File: src/rtl/hex_display_ctrl.sv
// Display scheduler: arbitrates note/velocity values onto one shared 7-bit
// double-dabble converter and holds velocity on screen before reverting to the note.
module hex_display_ctrl #(
   parameter int HOLD_CYCLES = 50_000_000,
   parameter int HOLD_W      = 26
) (
   input  logic       clk,
   input  logic       reset,
   input  logic       note_valid,
   input  logic [6:0] note_val,
   input  logic       vel_valid,
   input  logic [6:0] vel_val,
   output logic [3:0] bcd_hun,
   output logic [3:0] bcd_ten,
   output logic [3:0] bcd_one,
   output logic [2:0] blank,
   output logic       src,
   output logic       busy
);

   typedef enum logic [1:0] {IDLE, CONV, LOAD} state_t;

   localparam logic [HOLD_W-1:0] HOLD_LOAD = HOLD_W'(HOLD_CYCLES);
   localparam logic [HOLD_W-1:0] HOLD_ONE  = HOLD_W'(1);

   state_t            state_q, state_d;
   logic              note_pend_q, note_pend_d;
   logic              vel_pend_q, vel_pend_d;
   logic [6:0]        note_last_q, note_last_d;
   logic [6:0]        vel_hold_q, vel_hold_d;
   logic              cur_src_q, cur_src_d;
   logic [18:0]       sr_q, sr_d;
   logic [2:0]        cnt_q, cnt_d;
   logic [HOLD_W-1:0] hold_cnt_q, hold_cnt_d;
   logic [3:0]        hun_q, hun_d, ten_q, ten_d, one_q, one_d;
   logic [2:0]        blank_q, blank_d;
   logic              src_q, src_d;
   logic [3:0]        ten_adj, one_adj;

   always_comb begin
      // NOTE: every signal gets a default first so no path can infer a latch.
      state_d     = state_q;
      note_pend_d = note_pend_q;
      vel_pend_d  = vel_pend_q;
      note_last_d = note_last_q;
      vel_hold_d  = vel_hold_q;
      cur_src_d   = cur_src_q;
      sr_d        = sr_q;
      cnt_d       = cnt_q;
      hun_d       = hun_q;
      ten_d       = ten_q;
      one_d       = one_q;
      blank_d     = blank_q;
      src_d       = src_q;
      ten_adj     = sr_q[14:11];
      one_adj     = sr_q[10:7];
      hold_cnt_d  = (hold_cnt_q != '0) ? hold_cnt_q - HOLD_ONE : hold_cnt_q;

      case (state_q)
         IDLE: begin
            if (vel_pend_q) begin
               sr_d       = {12'd0, vel_hold_q};
               vel_pend_d = 1'b0;
               cur_src_d  = 1'b1;
               cnt_d      = 3'd0;
               state_d    = CONV;
            end else if (note_pend_q && hold_cnt_q == '0) begin
               sr_d        = {12'd0, note_last_q};
               note_pend_d = 1'b0;
               cur_src_d   = 1'b0;
               cnt_d       = 3'd0;
               state_d     = CONV;
            end
         end
         CONV: begin
            if (ten_adj >= 4'd5) ten_adj = ten_adj + 4'd3;
            if (one_adj >= 4'd5) one_adj = one_adj + 4'd3;
            sr_d = {sr_q[17:15], ten_adj, one_adj, sr_q[6:0], 1'b0};
            if (cnt_q == 3'd6) state_d = LOAD;
            else               cnt_d   = cnt_q + 3'd1;
         end
         LOAD: begin
            hun_d   = sr_q[18:15];
            ten_d   = sr_q[14:11];
            one_d   = sr_q[10:7];
            blank_d = {sr_q[18:15] == 4'd0,
                       sr_q[18:15] == 4'd0 && sr_q[14:11] == 4'd0,
                       1'b0};
            src_d   = cur_src_q;
            if (cur_src_q) hold_cnt_d = HOLD_LOAD;
            state_d = IDLE;
         end
         default: state_d = IDLE;
      endcase

      // Hold expiry re-queues the last note so the display reverts to it.
      if (hold_cnt_q == HOLD_ONE && hold_cnt_d == '0 && src_q) note_pend_d = 1'b1;

      // Strobes come last so a fresh value survives a same-cycle launch.
      if (note_valid) begin
         note_pend_d = 1'b1;
         note_last_d = note_val;
      end
      if (vel_valid) begin
         vel_pend_d = 1'b1;
         vel_hold_d = vel_val;
      end
   end

   always_ff @(posedge clk) begin
      // NOTE: state registers use non-blocking assignments only.
      if (reset) begin
         state_q     <= IDLE;
         note_pend_q <= 1'b0;
         vel_pend_q  <= 1'b0;
         note_last_q <= 7'd0;
         vel_hold_q  <= 7'd0;
         cur_src_q   <= 1'b0;
         sr_q        <= 19'd0;
         cnt_q       <= 3'd0;
         hold_cnt_q  <= '0;
         hun_q       <= 4'd0;
         ten_q       <= 4'd0;
         one_q       <= 4'd0;
         blank_q     <= 3'b110;
         src_q       <= 1'b0;
      end else begin
         state_q     <= state_d;
         note_pend_q <= note_pend_d;
         vel_pend_q  <= vel_pend_d;
         note_last_q <= note_last_d;
         vel_hold_q  <= vel_hold_d;
         cur_src_q   <= cur_src_d;
         sr_q        <= sr_d;
         cnt_q       <= cnt_d;
         hold_cnt_q  <= hold_cnt_d;
         hun_q       <= hun_d;
         ten_q       <= ten_d;
         one_q       <= one_d;
         blank_q     <= blank_d;
         src_q       <= src_d;
      end
   end

   assign bcd_hun = hun_q;
   assign bcd_ten = ten_q;
   assign bcd_one = one_q;
   assign blank   = blank_q;
   assign src     = src_q;
   assign busy    = (state_q != IDLE);

endmodule

File: config.mk
export PLATFORM = sky130hd
export DESIGN_NAME = hex_display_ctrl
export DESIGN_NICKNAME = d
export VERILOG_FILES = /design/src/rtl/hex_display_ctrl.sv
export SDC_FILE = /design/constraint.sdc
export NUM_CORES = 1
export LEC_CHECK = 0
export CAP_MARGIN = 20
export CELL_PAD_IN_SITES_DETAIL_PLACEMENT = 0
export CELL_PAD_IN_SITES_GLOBAL_PLACEMENT = 1
export CORE_UTILIZATION = 40
export CTS_CLUSTER_SIZE = 16
export DETAILED_ROUTE_END_ITERATION = 12
export HOLD_SLACK_MARGIN = 0.03
export PLACE_DENSITY = 0.72
export SLEW_MARGIN = 10
export SYNTH_ARGS = -nofsm -noshare
export SYNTH_HDL_FRONTEND = slang
export SYNTH_SLANG_ARGS = --single-unit
File: constraint.sdc
create_clock -name clk -period 3.1 [get_ports clk]
set_input_delay 0.31 -clock clk [delete_from_list [all_inputs] [get_ports clk]]
set_output_delay 0.31 -clock clk [all_outputs]
set_load 0.005 [all_outputs]
==> results of run 1 <==
## placed cells by master (no fill, tap or decap), types with 8 or more instances in the layout
cell type | Yosys | routed
xor2_1 | 8 | 8
inv_1 | 12 | 12
ha_1 | 9 | 9
a21oi_1 | 47 | 47
nor2_1 | 43 | 43
nor3_1 | 8 | 8
dfxtp_1 | 82 | 82
clkdlybuf4s50_1 | 0 | 32
o21ai_0 | 29 | 29
nand4_1 | 13 | 13
nand2_1 | 65 | 65
mux2i_1 | 21 | 21
clkbuf_8 | 0 | 11
o21ai_1 | 10 | 10
xnor2_1 | 9 | 9
## power by group through the flow
stage / clock network [W] / logic (W) / registers, W
finish: 0.000900 / 0.00169 / 0.00145
global route: 0.000971 / 0.00187 / 0.00148
CTS: 0.000929 / 0.00169 / 0.00145
detailed placement: 0 / 0.00168 / 0.00147
global placement: 0 / 0.00167 / 0.00146
floorplan: 0 / 0.00135 / 0.00140
## cells by family after synthesis
group,count (synthesis),share of synthesized area [%]
xor+xnor,17,3.78
buf+inv,38,3.91
fa+ha+maj,9,2.86
simple gates,179,24.3
flops,82,41.7
mux,22,5.63
compound gates,118,17.7
other cells,1,0.0953
## synthesized netlist by cell type, types with 2 or more instances
cell type	n
o31ai_1	4
or4_1	7
nor4_2	2
and4_1	2
a211oi_1	4
nor4_1	4
nand2_1	65
mux2i_1	21
a21o_1	2
a221oi_1	2
xnor2_1	9
dfxtp_1	82
nor3b_1	3
o21ai_1	10
clkbuf_1	18
nor3_1	8
xor2_1	8
o211ai_1	5
nand2b_1	6
or2_2	2
o31a_1	2
nand3_1	6
or3_1	4
a31oi_1	5
o2111ai_1	2
ha_1	9
inv_1	12
buf_2	6
nor4_4	4
a21oi_1	47
nand4_1	13
o21ai_0	29
nor2b_1	2
nor2_1	43
## per-layer routing
metal / up-vias / share of wire, %
li1: 1711 / -
met1: 1555 / 51
met2: 63 / 44
met3: 5 / 4.0
met4: 0 / 0.44
met5: - / 0
## sequential cells by signal, indices dropped and copies added, names as in the netlist
register and flops:
bcd_hun 4, cnt_q 3, note_last_q 7, blank 2
bcd_ten 4, sr_q 19, hold_cnt_q 26, state_q 2
vel_hold_q 7, cur_src_q 1, note_pend_q 1, bcd_one 4
vel_pend_q 1, src 1
## critical path, delay by kind of cell, from the launching register on
| family | cells | cell delay [ps] |
|---|---|---|
| flip-flops | 1 | 370 |
| AO/OA/AOI/OAI | 2 | 820 |
| buffers and inverters | 1 | 100 |
| AND/OR/NAND/NOR | 3 | 960 |
| adder cells (fa/ha/maj) | 1 | 310 |
## final timing paths
kind                                      end  slack, ps  cells after the start
worst max-delay path            hold_cnt_q[7]        420                      7
worst min-delay path               bcd_ten[0]        460                      2
worst max register to register  hold_cnt_q[7]        420                      7
worst min register to register     bcd_ten[0]        460                      2
## area by class of cell
cell class | count | area [µm²] | share of cell area (%)
clock inverter | 5 | 85.1 | 1.85
clock buffer | 11 | 151 | 3.30
inverter | 12 | 45.0 | 0.982
multi-input combinational | 346 | 2140 | 46.7
timing repair buffer | 38 | 363 | 7.91
sequential | 82 | 1640 | 35.8
tap | 129 | 161 | 3.52
## through the flow
step	util [%]	hold WS [ps]	area, µm²
final	49.0	458	4590
after global routing	49.0	473	4590
after CTS	49.0	456	4590
after detailed placement	46.4	448	4350
after global placement	46.4	444	4350
after floorplan	-	433	3940
==> out/qor.txt, run 1 <==
CP cell instances - inv_1 > ha_1 > nor3b_1 > nand4_1 > o21ai_0 > or3_1 > a31oi_1
Setup Skew - 8.86 ps
total CTS buffers - 9
DR vias/cell - 5.35
Pleak - 1.65 nW
GRT busiest layer - met2
post-route insts no fill - 623
Skew-Pair Late Insertion Delay - 350 ps
post_cts resized - 0
Worst Tran Pin Value - 700 ps
Worst Setup End Kind - register
# setup viols final - 0
Residual DRC - 0
Area Growth Syn to Fin - 16.6%
sw frac - 40.8%
Iter 0 DRT Violations - 146
CP arrival - 2890 ps
CTS sink cnt - 82
status - completed
Slew Viols, Final - 0
Routed WL - 8.78 mm
critical path startpoint category - register
Synth top area share - 41.7%
power share of the clock group - 22.3%
WP data required - 3310 ps
max-cap viol count - 0
Final period util - 86.5%
initial antenna violation count - 0
syn nets - 493
setup slack after placement - 486 ps
GRT met3 Usage - 3.31%
Die ar. - 0.0102 mm²
clock slew at reported path FFs - 90 ps
PortBufs - 33
core area - 0.00937 mm²
Post-CTS Setup Bufs - 0
Cells after Synth - 466
Comb power frac - 41.8%
flop and latch count out of synthesis - 82
htree depth - 3
layout cells sized above 1 - 7.89%
Placer Congestion - 0.775
FMAX - 0.373 GHz
unrepaired setup endpoints after global routing - false
Tot GR Track Use - 18.6%
placed wire-length estimate - 5.90 mm
HP Class - register to register
Die Wd - 101 µm
CP startpoint - hold_cnt_q[0]
Syn Area/Cell - 8.45 µm²
Reg power frac - 35.9%
slowest stage cell on the critical path - o21ai_0
routed len/inst - 14.1 µm
slowest stage delay, CP - 740 ps
sequential share of the synthesized area - 41.7%
Ports - 35
first-pass detailed-route iteration total - 4
Pwr Density - 880 mW/mm²
internal cell power - 0.00239 W
hold wc startpoint - bcd_ten[0]
fill count - 931
Cell variety after synth - 52
final worst slack - 418 ps
via count - 3334
CP Class - register to register
nets - 516
Top FF cell, synth - dfxtp_1
cts hold-fix bufs - 0
cell accounting for the most synthesized area - dfxtp_1
ANT nets after route - 0
first-pass GRT wire length - 15.1 mm
Synth Warn # - 0
Net Sw Power - 0.00165 W
met2 Use GR - 29.0%
Critical Path Fanout Max - 11
EDFF count, synth - 0
Root Buffer - clkbuf_8
global routing usage on met1 - 26.3%
placed cells - 607
initial core utilization - 42.0%
Post-Syn Area - 0.00394 mm²
ant diodes - 0
reg2reg start - hold_cnt_q[0]
Worst slew margin - 52.8%
Peak VDD IR - 0.471 mV
Die Span Y - 101 µm
dominant cells by area after synthesis - dfxtp_1, nand2_1, a21oi_1, mux2i_1, nor2_1
Final Hold Fails - 0
clock tree buffer depth - 2
largest net degree at the start of global routing - 63
Design Power - 0.00404 W
vias in the first global route - 3116
fin crit period - 2680 ps
# rows - 35
grt ovf - 0
asr flop ratio synth - 0%
setup TNS - 0 ps
TritonCTS clock tree - yes
Power figures use the tool's default switching activity.
==> run 2, diff against run 1 <==
Settings changed: CTS_CLUSTER_DIAMETER set to 120.
==> results of run 2 <==
The final DEF is identical to that of run 1; final timing and power are the same.
